File: config.mk
export PLATFORM = sky130hd
export DESIGN_NAME = seq_divider
export DESIGN_NICKNAME = d
export VERILOG_FILES = /design/src/rtl/div_pkg.sv /design/src/rtl/div_control.sv /design/src/rtl/seq_divider.sv
export SDC_FILE = /design/constraint.sdc
export NUM_CORES = 1
export LEC_CHECK = 0
export CORE_ASPECT_RATIO = 1.5
export CORE_UTILIZATION = 55
export CTS_CLUSTER_SIZE = 8
export DETAILED_ROUTE_END_ITERATION = 8
export PLACE_DENSITY_LB_ADDON = 0.15
export SYNTH_ARGS = -nofsm -noshare
export SYNTH_HDL_FRONTEND = slang
export SYNTH_SLANG_ARGS = --single-unit
File: constraint.sdc
create_clock -name Clk -period 4.4 [get_ports Clk]
set_clock_uncertainty 0.05 [all_clocks]
set_input_delay 0.88 -clock Clk [delete_from_list [all_inputs] [get_ports Clk]]
set_output_delay 0.88 -clock Clk [all_outputs]
set_load 0.01 [all_outputs]
File: src/rtl/div_pkg.sv
// Shared types and constants for the sequential restoring divider.
// No logic; consumed by div_control and seq_divider.
// Not applicable (package only).
package div_pkg;

    localparam int WIDTH = 8;
    localparam int ITER  = WIDTH;

    typedef enum logic [2:0] {
        IDLE  = 3'd0,
        LOAD  = 3'd1,
        SHIFT = 3'd2,
        TRIAL = 3'd3,
        HOLD  = 3'd4
    } state_t;

endpackage

File: src/rtl/div_control.sv
// Sequencer for the restoring divider: FSM plus iteration counter.
// LOAD->SHIFT/TRIAL x ITER->HOLD; zero divisor short-cuts LOAD->HOLD.
// HOLD waits for run low; run falling while busy is ignored.
module div_control
    import div_pkg::*;
#(
    parameter int ITER = div_pkg::ITER
) (
    input  logic i_clk,
    input  logic i_rst_n,
    input  logic i_run,
    input  logic i_div_zero,
    output logic o_ld,
    output logic o_shift,
    output logic o_trial,
    output logic o_hold,
    output logic o_busy,
    output logic o_done
);

    localparam int CT_W = $clog2(ITER) + 1;

    state_t           r_state;
    state_t           w_next;
    logic [CT_W-1:0]  r_ct;
    logic             w_last;

    assign w_last = (r_ct == CT_W'(ITER - 1));

    // State register
    always_ff @(posedge i_clk or negedge i_rst_n) begin
        if (!i_rst_n) begin
            r_state <= IDLE;
        end else begin
            r_state <= w_next;
        end
    end

    // Iteration counter: cleared outside the loop, bumped once per trial
    always_ff @(posedge i_clk or negedge i_rst_n) begin
        if (!i_rst_n) begin
            r_ct <= '0;
        end else if (r_state == IDLE || r_state == LOAD) begin
            r_ct <= '0;
        end else if (r_state == TRIAL) begin
            r_ct <= r_ct + CT_W'(1);
        end
    end

    // Next-state logic
    always_comb begin
        w_next = r_state;
        case (r_state)
            IDLE:    if (i_run) w_next = LOAD;
            LOAD:    w_next = i_div_zero ? HOLD : SHIFT;
            SHIFT:   w_next = TRIAL;
            TRIAL:   w_next = w_last ? HOLD : SHIFT;
            HOLD:    if (!i_run) w_next = IDLE;
            default: w_next = IDLE;
        endcase
    end

    // Moore output decode
    always_comb begin
        o_ld    = (r_state == LOAD);
        o_shift = (r_state == SHIFT);
        o_trial = (r_state == TRIAL);
        o_hold  = (r_state == HOLD);
        o_busy  = (r_state == LOAD) || (r_state == SHIFT) || (r_state == TRIAL);
        o_done  = (r_state == HOLD);
    end

endmodule

File: src/rtl/seq_divider.sv
// Unsigned restoring divider: Quot = Dividend / Divisor, Rem = Dividend mod Divisor.
// Result after 2*WIDTH+2 edges from Run sampled in IDLE (2 edges for Divisor=0).
// Operands sampled only in LOAD; result held in HOLD until Run drops.
module seq_divider
    import div_pkg::*;
#(
    parameter int WIDTH = div_pkg::WIDTH
) (
    input  logic             Clk,
    input  logic             Reset_n,
    input  logic             Run,
    input  logic [WIDTH-1:0] Dividend,
    input  logic [WIDTH-1:0] Divisor,
    output logic [WIDTH-1:0] Quot,
    output logic [WIDTH-1:0] Rem,
    output logic             Busy,
    output logic             Done,
    output logic             Div_Zero
);

    logic [WIDTH-1:0] r_q;
    logic [WIDTH:0]   r_r;      // one extra bit: shifted remainder can reach 2*D-1
    logic [WIDTH-1:0] r_d;
    logic             r_div_zero;

    logic             w_ld;
    logic             w_shift;
    logic             w_trial;
    logic             w_hold;
    logic             w_div_zero;
    logic [WIDTH+1:0] w_diff;
    logic             w_borrow;

    assign w_div_zero = (Divisor == '0);
    assign w_diff     = {1'b0, r_r} - {2'b00, r_d};
    assign w_borrow   = w_diff[WIDTH+1];

    div_control #(
        .ITER (WIDTH)
    ) u_ctrl (
        .i_clk      (Clk),
        .i_rst_n    (Reset_n),
        .i_run      (Run),
        .i_div_zero (w_div_zero),
        .o_ld       (w_ld),
        .o_shift    (w_shift),
        .o_trial    (w_trial),
        .o_hold     (w_hold),
        .o_busy     (Busy),
        .o_done     (Done)
    );

    // Datapath: load operands, shift {R,Q}, then trial-subtract and restore on borrow
    always_ff @(posedge Clk or negedge Reset_n) begin
        if (!Reset_n) begin
            r_q        <= '0;
            r_r        <= '0;
            r_d        <= '0;
            r_div_zero <= 1'b0;
        end else if (w_ld) begin
            r_d        <= Divisor;
            r_div_zero <= w_div_zero;
            if (w_div_zero) begin
                r_q <= '1;
                r_r <= {1'b0, Dividend};
            end else begin
                r_q <= Dividend;
                r_r <= '0;
            end
        end else if (w_shift) begin
            {r_r, r_q} <= {r_r[WIDTH-1:0], r_q, 1'b0};
        end else if (w_trial) begin
            if (!w_borrow) begin
                r_r <= w_diff[WIDTH:0];
            end
            r_q[0] <= !w_borrow;
        end else if (w_hold) begin
            r_q        <= r_q;
            r_r        <= r_r;
            r_div_zero <= r_div_zero;
        end
    end

    assign Quot     = r_q;
    assign Rem      = r_r[WIDTH-1:0];
    assign Div_Zero = r_div_zero;

endmodule

---- Yosys cells after proc, flatten, opt, wreduce, memory -nomap -nowiden ----
Index checks and enable logic that the tools add are counted.
word-level totals
  logic and storage cells ................. 44
  input port bits ......................... 19
  register bits after elaboration ......... 33
  output and inout port bits .............. 19
operators by class
  reductions and logical operators ........ 11
  muxes and demuxes ....................... 16
  $add $sub $neg .......................... 2
  eq/ne operators ......................... 8
operator list
  operator                                                                  count
  9-bit 2-to-1 mux                                                          4
  8-bit 2-to-1 mux                                                          4
  3-bit case mux with 5 select lines                                        1
  3-bit 2-to-1 mux                                                          4
  9-bit by 8-bit subtractor with 10-bit output                              1
  8-bit zero test                                                           1
  4-bit 2-to-1 mux                                                          2
  3-bit by 2-bit == test with 1-bit output (second input constant)          2
  4-bit by 1-bit adder with 4-bit output (second input constant)            1
  4-bit by 3-bit == test with 1-bit output (second input constant)          1
  2-bit inequality test (second input constant)                             2
  2-bit AND reduction                                                       2
  2-bit nonzero test                                                        2
  3-bit by 1-bit == test with 1-bit output (second input constant)          1
  3-bit == test (second input constant)                                     1
  3-bit zero test                                                           1
  1-bit logical OR                                                          3
  3-bit by 1-bit inequality test with 1-bit output (second input constant)  1
  3-bit nonzero test                                                        1
  1-bit zero test                                                           1
  1-bit 2-to-1 mux                                                          1

---- Longest topological paths before layout ----
  word-level depth ........................ 5
  depth in mapped cells ................... 8
  mapped depth without buffers ............ 8

---- Modules after synthesis ----
A second synthesis with hierarchy kept.
second synthesis, totals
  cells, all modules ...................... 248
  area total of the unflattened synthesis .. 2,197.1 µm²
by module, submodules not included
  module       instances  cells each  area each (µm²)  seq. area each (µm²)
  seq_divider  1          202         1,773.0          650.6
  div_control  1          46          424.2            175.2

---- Worst setup path before layout ----
Ideal clock, no wire load.
  path type ............................... input -> register
  start point ............................. input Divisor[5]
  end point ............................... register r_r[5]
  library setup time ...................... 64 ps
  stages on the path ...................... 5
  slack ................................... 2,311 ps
  required time ........................... 4,286 ps
  arrival time ............................ 1,975 ps
  path buffers ............................ 0
  path through ............................ or4_4 nor3_4 a22oi_1 nand3_1 mux2_4
on the way
  word-level cells in the longest chain between the ends .. 3
ends and longest elaborated chain
  element               RTL line           RTL
  from (decl)           seq_divider.sv:13  input logic [WIDTH-1:0] Divisor,
  8-bit zero test       seq_divider.sv:34  assign w_div_zero = (Divisor == '0);
  8-bit 2-to-1 mux      seq_divider.sv:63  if (w_div_zero) begin
  9-bit 2-to-1 mux      seq_divider.sv:60  end else if (w_ld) begin
  to (signal assigned)  seq_divider.sv:65  r_r <= {1'b0, Dividend};
  to (signal assigned)  seq_divider.sv:71  {r_r, r_q} <= {r_r[WIDTH-1:0], r_q, 1'b0};
  to (signal assigned)  seq_divider.sv:74  r_r <= w_diff[WIDTH:0];
  to (decl)             seq_divider.sv:22  logic [WIDTH:0] r_r;
No other way between the ends.
A chain may end at the register's enable or synchronous reset.

---- Worst setup path after layout ----
  start point ............................. register u_ctrl.r_state[1]
  end point ............................... output Busy
on the way
  word-level cells in the longest chain between the ends .. 3
  elaborated cells between the ends (all ways) .. 5
  those cells by class .................... eq/ne: 3; reduce/logical: 2
ends and longest elaborated chain
  element                                                                                               RTL line           RTL
  from (decl)                                                                                           div_control.sv:23  state_t r_state;
  from (signal assigned)                                                                                div_control.sv:35  r_state <= w_next;
  3-bit by 1-bit == test with 1-bit output or 3-bit by 2-bit == test with 1-bit output (tied branches)  div_control.sv:69  o_busy = (r_state == LOAD) || (r_state == SHIFT) || (r_state == TRIAL);
  1-bit logical OR                                                                                      div_control.sv:69
  1-bit logical OR *                                                                                    div_control.sv:69
  to (decl)                                                                                             seq_divider.sv:16  output logic Busy,
Mark *: on every way between the ends. The rest lies on a longest branch, timed or not.

==> impl_metrics.ini <==
[status]
status = finished, final reports clean

[finish]
layout.nets = 287
util_after_layout_pct = 69.7
final_area_mm2 = 0.00261
diodes = 0
area_delta_synth_final_pct = 18.6
layout-drive-gt1-share_pct = 11.6

[sta]
grt_setup_unrepaired = false
final_max_slew_viol_count = 0
setup_tns_ns = 0
fin_crit_ns = 2.89
whs_ns = 0.444
tightest_slew_ns = 0.527
fin_crit_sh_pct = 65.7
report.final.hold_viol_count = 0
peak_clock_frequency_supported_by_timing_mhz = 346
relSlewSlack_pct = 64.8
setup-violations-final = 0

[clock_tree]
clock_path_buffers = 2
cts_inserted_buffers = 5
clock_tree.root_cell = sky130_fd_sc_hd__clkbuf_8
insertion_delay_ns = 0.29
tritoncts = yes
cts.reportedPaths.clkPinSlew_ns = 0.06
cts.sinks = 33
cts_post_setup_buffers_inserted = 0
cts-htree-levels = 2
cts_hold_repair.buffers = 0
cts_resized = 0

[synth]
synth.largest_area_cell = sky130_fd_sc_hd__dfrtp_1
synth_top_area_share_pct = 37.5
synthesis.area_mm2 = 0.00220
yosysWarningCount = 0
most_area_consuming_cells_after_synthesis = sky130_fd_sc_hd__dfrtp_1, sky130_fd_sc_hd__ha_1, sky130_fd_sc_hd__nand2_1
synth_fp_nets = 261
synthCells = 232
async_flop_share_pct = 100
postSynth.topFlopCell = sky130_fd_sc_hd__dfrtp_1
syn_avg_cell_area_um2 = 9.49
synth_seq_area_share_pct = 37.5
postSynthRegisterBits = 33
synth_enable_flop_cells = 0
synth.distinct_cells = 65

[place]
dp_hpwl_mm = 3.67
gp_congestion = 0.962
dpl_cell_area_mm2 = 0.00250
io_buffer_count = 37

[worst_setup_path]
cp_slowest_cell = sky130_fd_sc_hd__dfrtp_1
crit_chain = nor2_1 -> or2_1 -> clkinv_4 -> clkdlybuf4s50_1
setup.worst_path.end_class = output pin
path_max_fanout = 14
worstPathRequired_ns = 3.47
startpoint_type = register
timing.critical_path.slowest_cell_delay_ns = 0.59
crit_arrival_ns = 1.96
setup.worst_path.class = register to output pin

[worst_hold_path]
hold_path.class = register to register

[floorplan]
die_height_um = 79.5
coreArea_mm2 = 0.00375
pin_count = 38
num_rows = 27
die_width_um = 53.7
fp.dieArea_mm2 = 0.00427
start_util_pct = 58.7

[global_routing]
number_of_global_route_vias_before_repair = 1801
grt_first_pass_wirelength_mm = 8.22
grt_antenna_before_repair = 0
global_route.usage.total_pct = 26.6
largest_net_degree_at_the_start_of_global_routing = 34
gr-total-overflow = 0

[drt]
routedWlPerCell_um = 16.6
antenna_violating_nets_post_route = 0
routed-wl-met2_mm = 2.63
drt-pass1-iter-count = 5
detail_route.wirelength.met1_mm = 2.05
detailroute.wirelength.met3_um = 235
route.final.wire_length_mm = 5.01
vias_after_detailed_routing = 1825
starting_drc_count_in_detailed_routing = 39
routed_via_density = 6.04
highest_layer = met4
drt_drc_violations_left = 0

[power_and_ir_drop]
power_w = 0.00238
worst_ir_drop_vdd_mv = 0.635
static_leakage_nw = 1.17
pwr_density_cell_mw_per_mm2 = 912

[flow_run]
drv.max_cap_violation_count = 0
==> metrics by stage <==
| step | cells | setup slack [ns] |
|---|---|---|
| 2_1_floorplan | 232 | 2.31 |
| 4_1_cts | 302 | 1.50 |
| 3_3_place_gp | 294 | 1.73 |
| 5_1_grt | 302 | 1.44 |
| 3_5_place_dp | 294 | 1.71 |
| 6_report | 302 | 1.51 |
==> power breakdown <==
group	switching, W	internal (W)
clock network	0.000114	0.000185
registers	0.000138	0.000455
logic	0.000772	0.000720
total	0.00102	0.00136
==> registers in the layout, indices dropped and copies added, names as in the netlist <==
register and count:
r_d 8, Div_Zero 1, Quot 8, r_r 9
u_ctrl.r_ct 4, u_ctrl.r_state 3
==> worst paths after layout <==
| kind | endpoint | slack (ns) | start | depth (start not counted) |
|---|---|---|---|---|
| setup reg to reg | r_r[4]$_DFFE_PN0P_ | 2.18 | r_r[4]$_DFFE_PN0P_ | 6 |
| setup / recovery | Busy | 1.51 | u_ctrl.r_state[1]$_DFFE_PN0P_ | 4 |
| max in group asynchronous | u_ctrl.r_state[2]$_DFFE_PN0P_ | 3.03 | Reset_n | 2 |
| hold / removal | u_ctrl.r_ct[3]$_DFFE_PN0P_ | 0.44 | u_ctrl.r_ct[3]$_DFFE_PN0P_ | 1 |
| min in group asynchronous | r_d[3]$_DFFE_PN0P_ | 0.95 | Reset_n | 2 |
| hold reg to reg | u_ctrl.r_ct[3]$_DFFE_PN0P_ | 0.44 | u_ctrl.r_ct[3]$_DFFE_PN0P_ | 1 |
==> synthesized netlist by cell type (2+ instances only) <==
| cell type | number |
|---|---|
| sky130_fd_sc_hd__a211o_1 | 2 |
| sky130_fd_sc_hd__a21o_1 | 4 |
| sky130_fd_sc_hd__a21oi_1 | 7 |
| sky130_fd_sc_hd__a221oi_1 | 2 |
| sky130_fd_sc_hd__a22o_1 | 2 |
| sky130_fd_sc_hd__a22oi_1 | 9 |
| sky130_fd_sc_hd__a311o_1 | 2 |
| sky130_fd_sc_hd__a31oi_1 | 2 |
| sky130_fd_sc_hd__and2_1 | 2 |
| sky130_fd_sc_hd__and3_1 | 2 |
| sky130_fd_sc_hd__buf_2 | 3 |
| sky130_fd_sc_hd__buf_4 | 9 |
| sky130_fd_sc_hd__buf_6 | 5 |
| sky130_fd_sc_hd__clkbuf_1 | 3 |
| sky130_fd_sc_hd__dfrtp_1 | 33 |
| sky130_fd_sc_hd__ha_1 | 9 |
| sky130_fd_sc_hd__inv_1 | 11 |
| sky130_fd_sc_hd__mux2_4 | 2 |
| sky130_fd_sc_hd__mux2i_1 | 3 |
| sky130_fd_sc_hd__nand2_1 | 28 |
| sky130_fd_sc_hd__nand2b_1 | 5 |
| sky130_fd_sc_hd__nand3_1 | 3 |
| sky130_fd_sc_hd__nand4_1 | 2 |
| sky130_fd_sc_hd__nor2_1 | 12 |
| sky130_fd_sc_hd__nor2b_1 | 3 |
| sky130_fd_sc_hd__nor3_1 | 3 |
| sky130_fd_sc_hd__o211ai_2 | 2 |
| sky130_fd_sc_hd__o21ai_0 | 15 |
| sky130_fd_sc_hd__o21ai_1 | 6 |
| sky130_fd_sc_hd__o22ai_1 | 2 |
| sky130_fd_sc_hd__o31a_1 | 2 |
| sky130_fd_sc_hd__o31ai_1 | 2 |
| sky130_fd_sc_hd__or3b_1 | 2 |
| sky130_fd_sc_hd__or4_4 | 2 |
==> layout make-up <==
type	count	area (µm²)
repair buffers	40	393
clock inverters	1	30.0
flip-flops and latches	33	826
well taps	43	53.8
multi-input cells	166	1170
inverters	12	50.0
fillers	305	1140
clock buffers	7	86.3
==> logic make-up after synthesis <==
group	synth area share [%]
adders and majority gates	6.02
muxes	3.24
buffers and inverters	9.43
and+or+nand+nor	19.0
DFF	37.5
AOI/OAI and AO/OA	24.8
==> critical path: cells and delay by family (launching register included) <==
kind	cells	cell delay [ns]
buffers and inverters	2	0.63
flip-flops	1	0.59
AND/OR/NAND/NOR	2	0.46
==> routing by layer <==
metal / vias to the layer above / track usage, %
met3: 9 / 5.33
met5: - / 0
li1: 886 / -
met2: 48 / 42.2
met1: 882 / 32.1
met4: 0 / 15.3
==> placed cells by master, fill, tap and decap left out, types with 2 or more instances in the layout <==
cell and count:
sky130_fd_sc_hd__a211o_1 2, sky130_fd_sc_hd__a21o_1 4, sky130_fd_sc_hd__a21oi_1 7, sky130_fd_sc_hd__a221oi_1 2, sky130_fd_sc_hd__a22o_1 2, sky130_fd_sc_hd__a22oi_1 9, sky130_fd_sc_hd__a311o_1 2, sky130_fd_sc_hd__a31oi_1 2
sky130_fd_sc_hd__and2_1 2, sky130_fd_sc_hd__and3_1 2, sky130_fd_sc_hd__buf_4 3, sky130_fd_sc_hd__clkbuf_8 6, sky130_fd_sc_hd__clkdlybuf4s50_1 37, sky130_fd_sc_hd__dfrtp_1 33, sky130_fd_sc_hd__ha_1 9, sky130_fd_sc_hd__inv_1 11
sky130_fd_sc_hd__mux2_4 2, sky130_fd_sc_hd__mux2i_1 3, sky130_fd_sc_hd__nand2_1 28, sky130_fd_sc_hd__nand2b_1 5, sky130_fd_sc_hd__nand3_1 3, sky130_fd_sc_hd__nand4_1 2, sky130_fd_sc_hd__nor2_1 12, sky130_fd_sc_hd__nor2b_1 3
sky130_fd_sc_hd__nor3_1 3, sky130_fd_sc_hd__o211ai_2 2, sky130_fd_sc_hd__o21ai_0 15, sky130_fd_sc_hd__o21ai_1 6, sky130_fd_sc_hd__o22ai_1 2, sky130_fd_sc_hd__o31a_1 2, sky130_fd_sc_hd__o31ai_1 2, sky130_fd_sc_hd__or3b_1 2
sky130_fd_sc_hd__or4_4 2
Note: power is estimated with default switching activity, not from simulation.
